--- config.mk ---
export PLATFORM = sky130hd
export DESIGN_NAME = dma_multichannel
export DESIGN_NICKNAME = d
export VERILOG_FILES = /design/src/rtl/dma_multichannel.sv
export SDC_FILE = /design/constraint.sdc
export NUM_CORES = 1
export LEC_CHECK = 0
export ABC_AREA = 1
export BUFFER_PORTS_ARGS = -buffer_cell sky130_fd_sc_hd__buf_2
export CAP_MARGIN = 25
export CORE_UTILIZATION = 30
export CTS_CLUSTER_SIZE = 10
export DETAILED_ROUTE_END_ITERATION = 6
export PLACE_DENSITY = 0.53
export SYNTH_ARGS = -nofsm -noshare
export SYNTH_HDL_FRONTEND = slang
export SYNTH_SLANG_ARGS = --single-unit
--- constraint.sdc ---
create_clock -name clk -period 2.8 [get_ports clk]
set_clock_uncertainty 0.1 [all_clocks]
set_input_delay 0.28 -clock clk [delete_from_list [all_inputs] [get_ports clk]]
set_output_delay 0.28 -clock clk [all_outputs]
set_load 0.01 [all_outputs]
--- src/rtl/dma_multichannel.sv ---
// Multi-channel memory-to-memory DMA: per-channel src/dst/len registers sharing one
// memory port, moving one byte per READ/WRITE pair under round-robin arbitration.
module dma_multichannel #(
    parameter int NUM_CH = 2,
    parameter int ADDR_W = 10,
    parameter int DATA_W = 8,
    parameter int LEN_W  = 5,
    localparam int CH_W  = $clog2(NUM_CH)
) (
    input  logic              clk,
    input  logic              rst,
    input  logic              cfg_load,
    input  logic [CH_W-1:0]   cfg_ch,
    input  logic [ADDR_W-1:0] cfg_src,
    input  logic [ADDR_W-1:0] cfg_dst,
    input  logic [LEN_W-1:0]  cfg_len,
    input  logic              cfg_src_inc,
    input  logic              cfg_dst_inc,
    output logic              cfg_ack,
    output logic              cfg_err,
    input  logic [NUM_CH-1:0] start,
    output logic [NUM_CH-1:0] busy,
    output logic [NUM_CH-1:0] irq,
    input  logic [NUM_CH-1:0] irq_clr,
    output logic [ADDR_W-1:0] mem_addr,
    output logic [DATA_W-1:0] mem_wdata,
    input  logic [DATA_W-1:0] mem_rdata,
    output logic              nW_R,
    output logic              CE,
    output logic [1:0]        dbg_state
);

    typedef enum logic [1:0] {
        S_IDLE  = 2'd0,
        S_READ  = 2'd1,
        S_WRITE = 2'd2
    } state_t;

    state_t              state_q, state_d;
    logic [CH_W-1:0]     grant_q, grant_d;
    logic [CH_W-1:0]     rr_q, rr_d;
    logic [NUM_CH-1:0]   busy_q, busy_d;
    logic [NUM_CH-1:0]   irq_q, irq_d;
    logic [DATA_W-1:0]   wdata_q, wdata_d;
    logic                ack_q, ack_d;
    logic                err_q, err_d;
    logic [ADDR_W-1:0]   src_q [NUM_CH];
    logic [ADDR_W-1:0]   src_d [NUM_CH];
    logic [ADDR_W-1:0]   dst_q [NUM_CH];
    logic [ADDR_W-1:0]   dst_d [NUM_CH];
    logic [LEN_W-1:0]    len_q [NUM_CH];
    logic [LEN_W-1:0]    len_d [NUM_CH];
    logic [NUM_CH-1:0]   src_inc_q, src_inc_d;
    logic [NUM_CH-1:0]   dst_inc_q, dst_inc_d;

    // rr pointer holds the highest-priority channel for the next grant
    function automatic logic [CH_W-1:0] rr_pick(input logic [NUM_CH-1:0] req,
                                                input logic [CH_W-1:0]   ptr);
        logic [CH_W-1:0] pick;
        logic            found;
        int              idx;
        pick  = ptr;
        found = 1'b0;
        for (int k = 0; k < NUM_CH; k++) begin
            idx = (int'(ptr) + k) % NUM_CH;
            if (!found && req[idx]) begin
                pick  = CH_W'(idx);
                found = 1'b1;
            end
        end
        return pick;
    endfunction

    function automatic logic [CH_W-1:0] rr_next(input logic [CH_W-1:0] g);
        return CH_W'((int'(g) + 1) % NUM_CH);
    endfunction

    always_ff @(posedge clk or negedge rst) begin
        if (!rst) begin
            state_q   <= S_IDLE;
            grant_q   <= '0;
            rr_q      <= '0;
            busy_q    <= '0;
            irq_q     <= '0;
            wdata_q   <= '0;
            ack_q     <= 1'b0;
            err_q     <= 1'b0;
            src_inc_q <= '0;
            dst_inc_q <= '0;
            for (int i = 0; i < NUM_CH; i++) begin
                src_q[i] <= '0;
                dst_q[i] <= '0;
                len_q[i] <= '0;
            end
        end else begin
            state_q   <= state_d;
            grant_q   <= grant_d;
            rr_q      <= rr_d;
            busy_q    <= busy_d;
            irq_q     <= irq_d;
            wdata_q   <= wdata_d;
            ack_q     <= ack_d;
            err_q     <= err_d;
            src_inc_q <= src_inc_d;
            dst_inc_q <= dst_inc_d;
            for (int i = 0; i < NUM_CH; i++) begin
                src_q[i] <= src_d[i];
                dst_q[i] <= dst_d[i];
                len_q[i] <= len_d[i];
            end
        end
    end

    always_comb begin
        state_d   = state_q;
        grant_d   = grant_q;
        rr_d      = rr_q;
        busy_d    = busy_q;
        irq_d     = irq_q & ~irq_clr;
        wdata_d   = wdata_q;
        ack_d     = 1'b0;
        err_d     = 1'b0;
        src_d     = src_q;
        dst_d     = dst_q;
        len_d     = len_q;
        src_inc_d = src_inc_q;
        dst_inc_d = dst_inc_q;
        CE        = 1'b0;
        nW_R      = 1'b1;
        mem_addr  = '0;

        // Start reads the pre-edge length, so a same-edge config only affects later starts.
        for (int i = 0; i < NUM_CH; i++) begin
            if (start[i] && !busy_q[i]) begin
                if (len_q[i] != '0) busy_d[i] = 1'b1;
                else                irq_d[i]  = 1'b1;
            end
        end

        // Config handshake: cfg_load is a one-cycle request; exactly one of cfg_ack/cfg_err answers it next cycle.
        if (cfg_load) begin
            if ((int'(cfg_ch) < NUM_CH) && !busy_q[cfg_ch]) begin
                src_d[cfg_ch]     = cfg_src;
                dst_d[cfg_ch]     = cfg_dst;
                len_d[cfg_ch]     = cfg_len;
                src_inc_d[cfg_ch] = cfg_src_inc;
                dst_inc_d[cfg_ch] = cfg_dst_inc;
                ack_d             = 1'b1;
            end else begin
                err_d = 1'b1;
            end
        end

        unique case (state_q)
            S_IDLE: begin
                if (|busy_q) begin
                    state_d = S_READ;
                    grant_d = rr_pick(busy_q, rr_q);
                    rr_d    = rr_next(grant_d);
                end
            end
            S_READ: begin
                CE       = 1'b1;
                mem_addr = src_q[grant_q];
                wdata_d  = mem_rdata;
                state_d  = S_WRITE;
            end
            S_WRITE: begin
                CE       = 1'b1;
                nW_R     = 1'b0;
                mem_addr = dst_q[grant_q];
                len_d[grant_q] = len_q[grant_q] - LEN_W'(1);
                src_d[grant_q] = src_q[grant_q] + ADDR_W'(src_inc_q[grant_q]);
                dst_d[grant_q] = dst_q[grant_q] + ADDR_W'(dst_inc_q[grant_q]);
                if (len_q[grant_q] == LEN_W'(1)) begin
                    busy_d[grant_q] = 1'b0;
                    irq_d[grant_q]  = 1'b1;
                end
                if (|busy_d) begin
                    state_d = S_READ;
                    grant_d = rr_pick(busy_d, rr_q);
                    rr_d    = rr_next(grant_d);
                end else begin
                    state_d = S_IDLE;
                end
            end
            default: state_d = S_IDLE;
        endcase
    end

    assign cfg_ack   = ack_q;
    assign cfg_err   = err_q;
    assign busy      = busy_q;
    assign irq       = irq_q;
    assign mem_wdata = wdata_q;
    assign dbg_state = state_q;

endmodule

### After elaboration in Yosys (flattened, before gate mapping)

Cells that the tools add are included.

* register bits: 72
* output and inout bits: 28

* eq/ne operators: 5
* reduce and logical (&&, ||, !) cells: 21
* bitwise operators: 9
* add/sub/neg operators: 6
* mux-type cells: 95
* magnitude comparators: 10

Operators by type and width (number)
* $mux W20: 6
* $mux W10: 11
* $bwmux W20: 4
* $mux W1: 49
* $mux W5: 5
* $add A10 B1 Y10: 2
* $bwmux W10: 2
* $demux W10 S1: 2
* $pmux W10 S2: 1
* $mux W2: 6
* $demux W5 S1: 2
* $reduce_bool A5 Y1: 2
* $logic_and A1 B1 Y1: 8
* $lt A1 B2 Y1 const B: 3
* $pmux W2 S3: 1
* $reduce_or A2 Y1: 3
* $eq A5 B1 Y1 const B: 1
* $sub A5 B1 Y5 const B: 1
* $and A2 B2 Y2: 2
* $bwmux W2: 2
* $ge A2 B2 Y1 const B: 2
* $logic_not A1 Y1: 4
* $lt A2 B1 Y1 const B: 2
* $ne A2 B2 Y1 const B: 2
* 16 further kinds: 23

### Longest topological paths before layout

Gate-level depths: netlist (run 1).

* depth in word-level cells: 21
* mapped depth: 16

### Worst setup path after synthesis (run 1)

Ideal clock, no wire load.

* path kind: flip-flop to flip-flop
* start point: register grant_q
* end point: register dst_q[18] (netlist bit)
* data arrival time: 2.086 ns
* setup slack: 0.497 ns
* data required time: 2.583 ns
* cell stages (with the launch flop): 16
* library setup time: 0.117 ns
* cells stage by stage: dfrtp_1 > buf_6 > buf_6 > buf_4 > o21ai_0 > ha_1 > ha_1 > nand2_1 > nor2_2 > nand3_1 > nor2_1 > nand2_1 > nand2_1 > nand2_1 > nand2_1 > nand2_1

RTL lines
* start: declaration: line 40 `logic [CH_W-1:0] grant_q, grant_d;`
* start signal: assignment: line 97 `grant_q <= grant_d;`
* end signal: indexed assignment: line 108 `dst_q[i] <= dst_d[i];`
* end: declaration: line 49 `logic [ADDR_W-1:0] dst_q [NUM_CH];`

### Worst setup path after layout (run 1)

* start point: register grant_q
* end point: output port mem_addr[9]

* cells in the longest elaborated chain, start to end: 5

Ends and longest elaborated chain
* $not A1 Y2 (implied by the code) *: line 164, 171
* $mux W10, on equally long branches (3 in series): line 171, 164
* $pmux W10 S2 *: line 154 `unique case (state_q)`
* end: declaration: line 25 `output logic [ADDR_W-1:0] mem_addr,`

Every way passes the cells marked *; elsewhere a longest branch is shown, timed or not. The select of a mux whose other input is x is not followed.

==> out/metrics.yaml, run 1 <==
clock_tree:
  ctsHtreeMaxLevel: 3
  cts_buffers: 9
  root_buffer: "clkbuf_16"
  path_clk_slew_ps: 60
  cts_sinks: 72
  cts_setup_buffers: 0
  cts_tree: "yes"
  clk_path_buf_depth: 2
  cts_resized: 0
  clk_latency_ps: 350
grt:
  grt_pass1_vias: 3879
  grt_pass1_wl_um: 19800
  grt_use_total_pct: 17.3
  grt_max_degree: 73
  gr-total-overflow: 0
  antenna_found_initial: 0
run:
  maxCapViolCount: 0
worst_setup_path:
  cp_data_arrival_time_ps: 2030
  cp-end-kind: "output port"
  critical_path_required_ps: 2420
  worstRegToRegCells: 10
  slowest_delay_ps: 430
  cp_cell_sequence: "inv_1 -> buf_4 -> or2_2 -> o21ai_0 -> inv_1 -> nand2_1 -> a21oi_1 -> buf_2"
  path_class: "flip-flop to output port"
  start_kind: "flip-flop"
  critical_path_depth: 8
  cp_top_family: "buffers and inverters"
  path_max_fanout: 11
  cpMaxStageDelayCell: "dfrtp_1"
  cp_num_buf_inv: 4
  startpoint: "grant_q$_DFFE_PN0P_"
  rrSetupSlack_ps: 460
  reg2reg_to: "src_q[8]$_DFF_PN0_"
  cpMostUsedCell: "inv_1"
  crit_end: "mem_addr[9]"
  reg2reg_from: "grant_q$_DFFE_PN0P_"
timing:
  rsz0062_at_grt: "false"
  hold_viol: 0
  max_freq_ghz: 0.416
  worst_pin_slew_ps: 493
  setup_viol: 0
  holdWs_ps: 64.1
  slew_viol_final: 0
  slew_headroom_pct: 67.1
  fin_crit_sh_pct: 85.9
  fin_setup_tns_ps: 0
  period_needed_ps: 2410
synth:
  synth_seq_cells: 72
  syn_inst: 578
  synth_edf_count: 0
  synth_xor_area_share_pct: 3.23
  synthArstFlopShare_pct: 100
  synthFlopType: "dfrtp_1"
  synth_compound_area_share_pct: 20.5
  ys_seq_area_share_pct: 41.5
  synth_top_family_by_area: "compound AO/OA/AOI/OAI gates"
  yosys_warnings: 0
  synth_cell_type_count: 33
  synthesis.area_um2: 4340
  synthAdderAreaFrac_pct: 3.17
  synth.avg_cell_area_um2: 7.51
  synth_nets: 632
  yosys.area_share.simple_pct: 18.9
  muxShareOfSynthArea_pct: 2.59
power_and_ir_drop:
  internal_power_mw: 3.38
  pwr-share-clk_pct: 18.3
  leakagePower_nw: 2.56
  ir_drop_mv: 0.377
  p_seq_share_pct: 29.9
  cellPowerDensity_nw_per_um2: 1160
  switching_share_pct: 44.3
  combPwrFrac_pct: 51.8
  power_mw: 6.07
  p_sw_mw: 2.69
final_layout:
  layout_common_cells: "nand2_1 (133), o21ai_0 (79), inv_1 (76)"
  fin_nets: 699
  area_delta_synth_final_pct: 20.1
  antenna_cells: 0
  nFillCells: 1514
  mostFrequentLayoutCell: "nand2_1"
  fin_cells: 830
  drive_gt1_share_pct: 19.5
  final_util_pct: 37.3
hold_path:
  hp-class: "input port to flip-flop"
  min_from: "irq_clr[0]"
die:
  die_x_um: 122
  rows: 43
  io_pins: 71
  start_util_pct: 31.0
  coreArea_um2: 14000
  chipHeight_um: 122
  dieArea_um2: 15000
drt:
  route.antenna.remaining_nets: 0
  drt_iter0_drc: 229
  drtPass1Iterations: 5
  vias: 3986
  wl_per_cell_um: 14.7
  drc_errors: 0
  routed_wl_um: 12200
  via_per_inst: 4.80
run_status:
  status: "finished clean"
place:
  gp_congestion: 0.838
  dpl.hpwl_um: 8420
  portBuffers: 70
  place_inst: 812
-- kinds of logic (layout without fill, tap and decap cells) --
family / after synthesis / count (layout)
buf+inv: 107 / 179
xor+xnor: 16 / 16
compound gates: 166 / 166
flops: 72 / 72
fa+ha+maj: 11 / 11
simple gates: 196 / 196
mux: 10 / 10
-- cells in the mapped netlist, types with 7 or more instances --
library cell	count	area, um^2
nand2_1	133	499
o21ai_0	79	395
inv_1	76	285
dfrtp_1	72	1800
a21oi_1	60	300
clkbuf_1	22	82.6
nor2_1	22	82.6
nand3_1	21	105
xor2_1	12	105
ha_1	11	138
mux2_2	10	113
o21ai_2	7	61.3
-- metrics by stage --
step / area, um^2 / setup slack, ps
after CTS: 5170 / 380
after global placement: 4890 / 591
after detailed placement: 4890 / 492
after global routing: 5210 / 94.5
after floorplan: 4340 / 497
final: 5210 / 394
-- state kept, by name, summed over array words and instances, names as in the netlist --
signal     cells
mem_wdata      8
busy           2
src_q         20
dst_q         20
dbg_state      2
cfg_ack        1
cfg_err        1
dst_inc_q      2
grant_q        1
src_inc_q      2
len_q         10
irq            2
rr_q           1
-- worst min-delay path by stage --
stage	slack, ps	cells after the start	to
2_1_floorplan	-120	0	busy[0]$_DFF_PN0_
3_3_place_gp	380	2	dst_inc_q[0]$_DFFE_PN0P_
3_5_place_dp	390	2	dst_inc_q[0]$_DFFE_PN0P_
4_1_cts	30	1	dst_q[7]$_DFF_PN0_
5_1_grt	70	2	irq[0]$_DFF_PN0_
6_report	60	2	irq[0]$_DFF_PN0_
-- area by class of cell --
| cell class | instances | area [um^2] | area share [%] |
|---|---|---|---|
| clock buffer | 14 | 274 | 5.26 |
| clock inverter | 2 | 12.5 | 0.240 |
| inverter | 77 | 289 | 5.54 |
| multi-input combinational | 399 | 2100 | 40.3 |
| sequential | 72 | 1800 | 34.6 |
| tap | 180 | 225 | 4.32 |
| timing repair buffer | 86 | 508 | 9.75 |
-- power groups by stage --
stage / logic [mW] / registers, mW / clock network [mW]
6_report: 3.14 / 1.81 / 1.11
5_1_grt: 3.61 / 1.88 / 1.18
4_1_cts: 3.17 / 1.82 / 1.14
3_5_place_dp: 3.15 / 1.83 / 0
3_3_place_gp: 3.09 / 1.82 / 0
2_1_floorplan: 2.30 / 1.79 / 0
-- layer usage --
metal	wire length, um	vias up	GRT usage, %
met5	0	-	0
met3	484	15	2.93
li1	-	2020	-
met4	246	0	7.47
met2	5690	91	28.1
met1	5770	1860	22.7
-- timing repair --
item / CTS / global route
endpoints found under the hold margin: 0 / 24
hold buffers: 0 / 1
endpoints found under the setup margin: 0 / 0
Power figures use the tool's default switching activity.
==> run 2: changes to the inputs <==
--- a/config.mk
+++ b/config.mk
@@ -9,7 +9,8 @@
 export BUFFER_PORTS_ARGS = -buffer_cell sky130_fd_sc_hd__buf_2
 export CAP_MARGIN = 25
 export CORE_UTILIZATION = 30
-export CTS_CLUSTER_SIZE = 10
+export CTS_BUF_LIST = sky130_fd_sc_hd__clkbuf_4 sky130_fd_sc_hd__clkbuf_8 sky130_fd_sc_hd__clkbuf_16
+export CTS_CLUSTER_SIZE = 24
 export DETAILED_ROUTE_END_ITERATION = 6
 export PLACE_DENSITY = 0.53
 export SYNTH_ARGS = -nofsm -noshare
==> constraint.sdc (replaced) <==
create_clock -name clk -period 2.3 [get_ports clk]
set_clock_uncertainty 0.1 [all_clocks]
set_input_delay 0.23 -clock clk [delete_from_list [all_inputs] [get_ports clk]]
set_output_delay 0.23 -clock clk [all_outputs]
set_load 0.01 [all_outputs]
==> run 2 against run 1 <==
Effect of this change: via count grew 1.7%; critical path type unchanged; highest routed layer unchanged; register-to-register slack lost 270 ps; total power grew 25%.
==> out/metrics.yaml, run 2 (same netlist as run 1, synthesis figures left out) <==
run_status:
  status: "finished clean"
place:
  portBuffers: 70
  gp_congestion: 0.836
  dpl.hpwl_um: 8320
  dpl_cell_area_um2: 4990
  place_inst: 820
worst_setup_path:
  cp_data_arrival_time_ps: 1830
  path_max_fanout: 10
  path_class: "flip-flop to output port"
  cp-end-kind: "output port"
  cp_num_buf_inv: 3
  critical_path_required_ps: 1970
  start_kind: "flip-flop"
  cp_cell_sequence: "inv_1 -> ha_1 -> buf_4 -> nand2_1 -> a21oi_1 -> buf_2"
  slowest_delay_ps: 420
  cpMaxStageDelayCell: "dfrtp_1"
  cp_top_family: "buffers and inverters"
timing:
  rsz0062_at_grt: "false"
  holdWs_ps: 13.6
  fin_setup_tns_ps: 0
  fin_crit_sh_pct: 94.1
  hold_viol: 0
  slew_headroom_pct: 69.0
  slew_viol_final: 0
  max_freq_ghz: 0.462
  period_needed_ps: 2160
  setup_viol: 0
  worst_pin_slew_ps: 460
final_layout:
  drive_gt1_share_pct: 21.8
  area_delta_synth_final_pct: 22.9
  mostFrequentLayoutCell: "nand2_1"
  antenna_cells: 0
  layout_common_cells: "nand2_1 (133), o21ai_0 (79), inv_1 (75)"
  fin_nets: 707
  fin_cells: 836
  finish.instance_area_um2: 5330
  top_regs: "dst_q x20, src_q x20, len_q x10"
die:
  die_x_um: 122
  chipHeight_um: 122
  rows: 43
  start_util_pct: 31.0
  coreArea_um2: 14000
  io_pins: 71
  dieArea_um2: 15000
clock_tree:
  clk_path_buf_depth: 2
  root_buffer: "clkbuf_16"
  clk_latency_ps: 340
  ctsHtreeMaxLevel: 3
  cts_buffers: 9
  path_clk_slew_ps: 50
  cts_tree: "yes"
  cts_sinks: 72
grt:
  grt_pass1_wl_um: 20100
  grtUsageMet3_pct: 3.16
  grt_util_met1_pct: 22.8
  grt_pass1_vias: 3991
  gr-total-overflow: 0
  antenna_found_initial: 0
  busiest_layer: "met2"
  grtUsageMet2_pct: 29.1
  grt_use_total_pct: 17.6
  grt_max_degree: 73
drt:
  drt_iter0_drc: 237
  route.antenna.remaining_nets: 0
  drtPass1Iterations: 7
  via_per_inst: 4.85
  routed_wl_um: 12200
  drc_errors: 0
  wl_per_cell_um: 14.6
  vias: 4055
power_and_ir_drop:
  cellPowerDensity_nw_per_um2: 1420
  leakagePower_nw: 2.62
  ir_drop_mv: 0.432
run:
  maxCapViolCount: 0
hold_path:
  hp-class: "input port to flip-flop"
[run 2: cell count changes in the layout (fill, tap and decap cells not counted), moves of 2 or more]
| cell | change |
|---|---|
| buf_4 | +3 |
| clkbuf_4 | +2 |
| buf_12 | +4 |
| clkbuf_1 | -2 |
[run 2: area by class of cell]
cell class	instances	area, um^2
Timing Repair Buffer	94	609
Fill cell	1527	8650
Multi-Input combinational cell	399	2120
Clock buffer	14	282
Tap cell	180	225
Inverter	77	295
Sequential cell	72	1800
[run 2: stage by stage]
step	total power [mW]	setup WS (ps)	utilization, %
after floorplan	4.98	1.52	-
after global placement	6.08	147	35.7
after detailed placement	6.17	91.8	35.7
after CTS	7.54	51.4	37.7
after global routing	8.31	2.90	38.1
final	7.58	136	38.1
[run 2: power by group]
group          internal (mW)  total (mW)  switching (mW)  leakage [nW]
Clock                  0.831        1.34           0.512         0.142
Sequential              1.87        2.22           0.350         0.853
Combinational           1.58        4.02            2.44          1.63
Total                   4.28        7.58            3.31          2.62
[run 2: routing by layer]
| layer | routed length, um | share of wire (%) |
|---|---|---|
| met1 | 5700 | 47 |
| met2 | 5740 | 47 |
| met3 | 542 | 4.4 |
| met4 | 195 | 1.6 |
| met5 | 0 | 0 |
[run 2: worst paths after layout]
kind	startpoint	endpoint	slack, ps	depth (start not counted)
setup / recovery	dbg_state[0]$_DFFE_PN0P_	mem_addr[0]	140	6
hold / removal	irq_clr[0]	irq[0]$_DFF_PN0_	10	2
setup reg to reg	grant_q$_DFFE_PN0P_	dst_q[8]$_DFF_PN0_	190	12
hold reg to reg	dst_inc_q[1]$_DFFE_PN0P_	dst_inc_q[1]$_DFFE_PN0P_	390	2
max in group asynchronous	rst	grant_q$_DFFE_PN0P_	1410	3
min in group asynchronous	rst	dst_q[8]$_DFF_PN0_	330	3
[run 2: worst reg2reg max path, cell delays in order, from the launching register on]
cell and delay [ps]:
dfrtp_2 450, o21ai_0 280, ha_2 250, ha_1 180
nand2_1 70, nor2_2 120, nand3_1 120, nor2_2 130
nand2_1 60, nand2_1 60, nand2_1 70, nand2_1 60
nand2_1 50
[run 2: what timing repair did]
action / CTS / global route
buffers inserted: 0 / 1
setup endpoints to repair: 0 / 17
endpoints found under the hold margin: 72 / 0
hold buffers: 1 / 0
gates resized for setup: 0 / 11
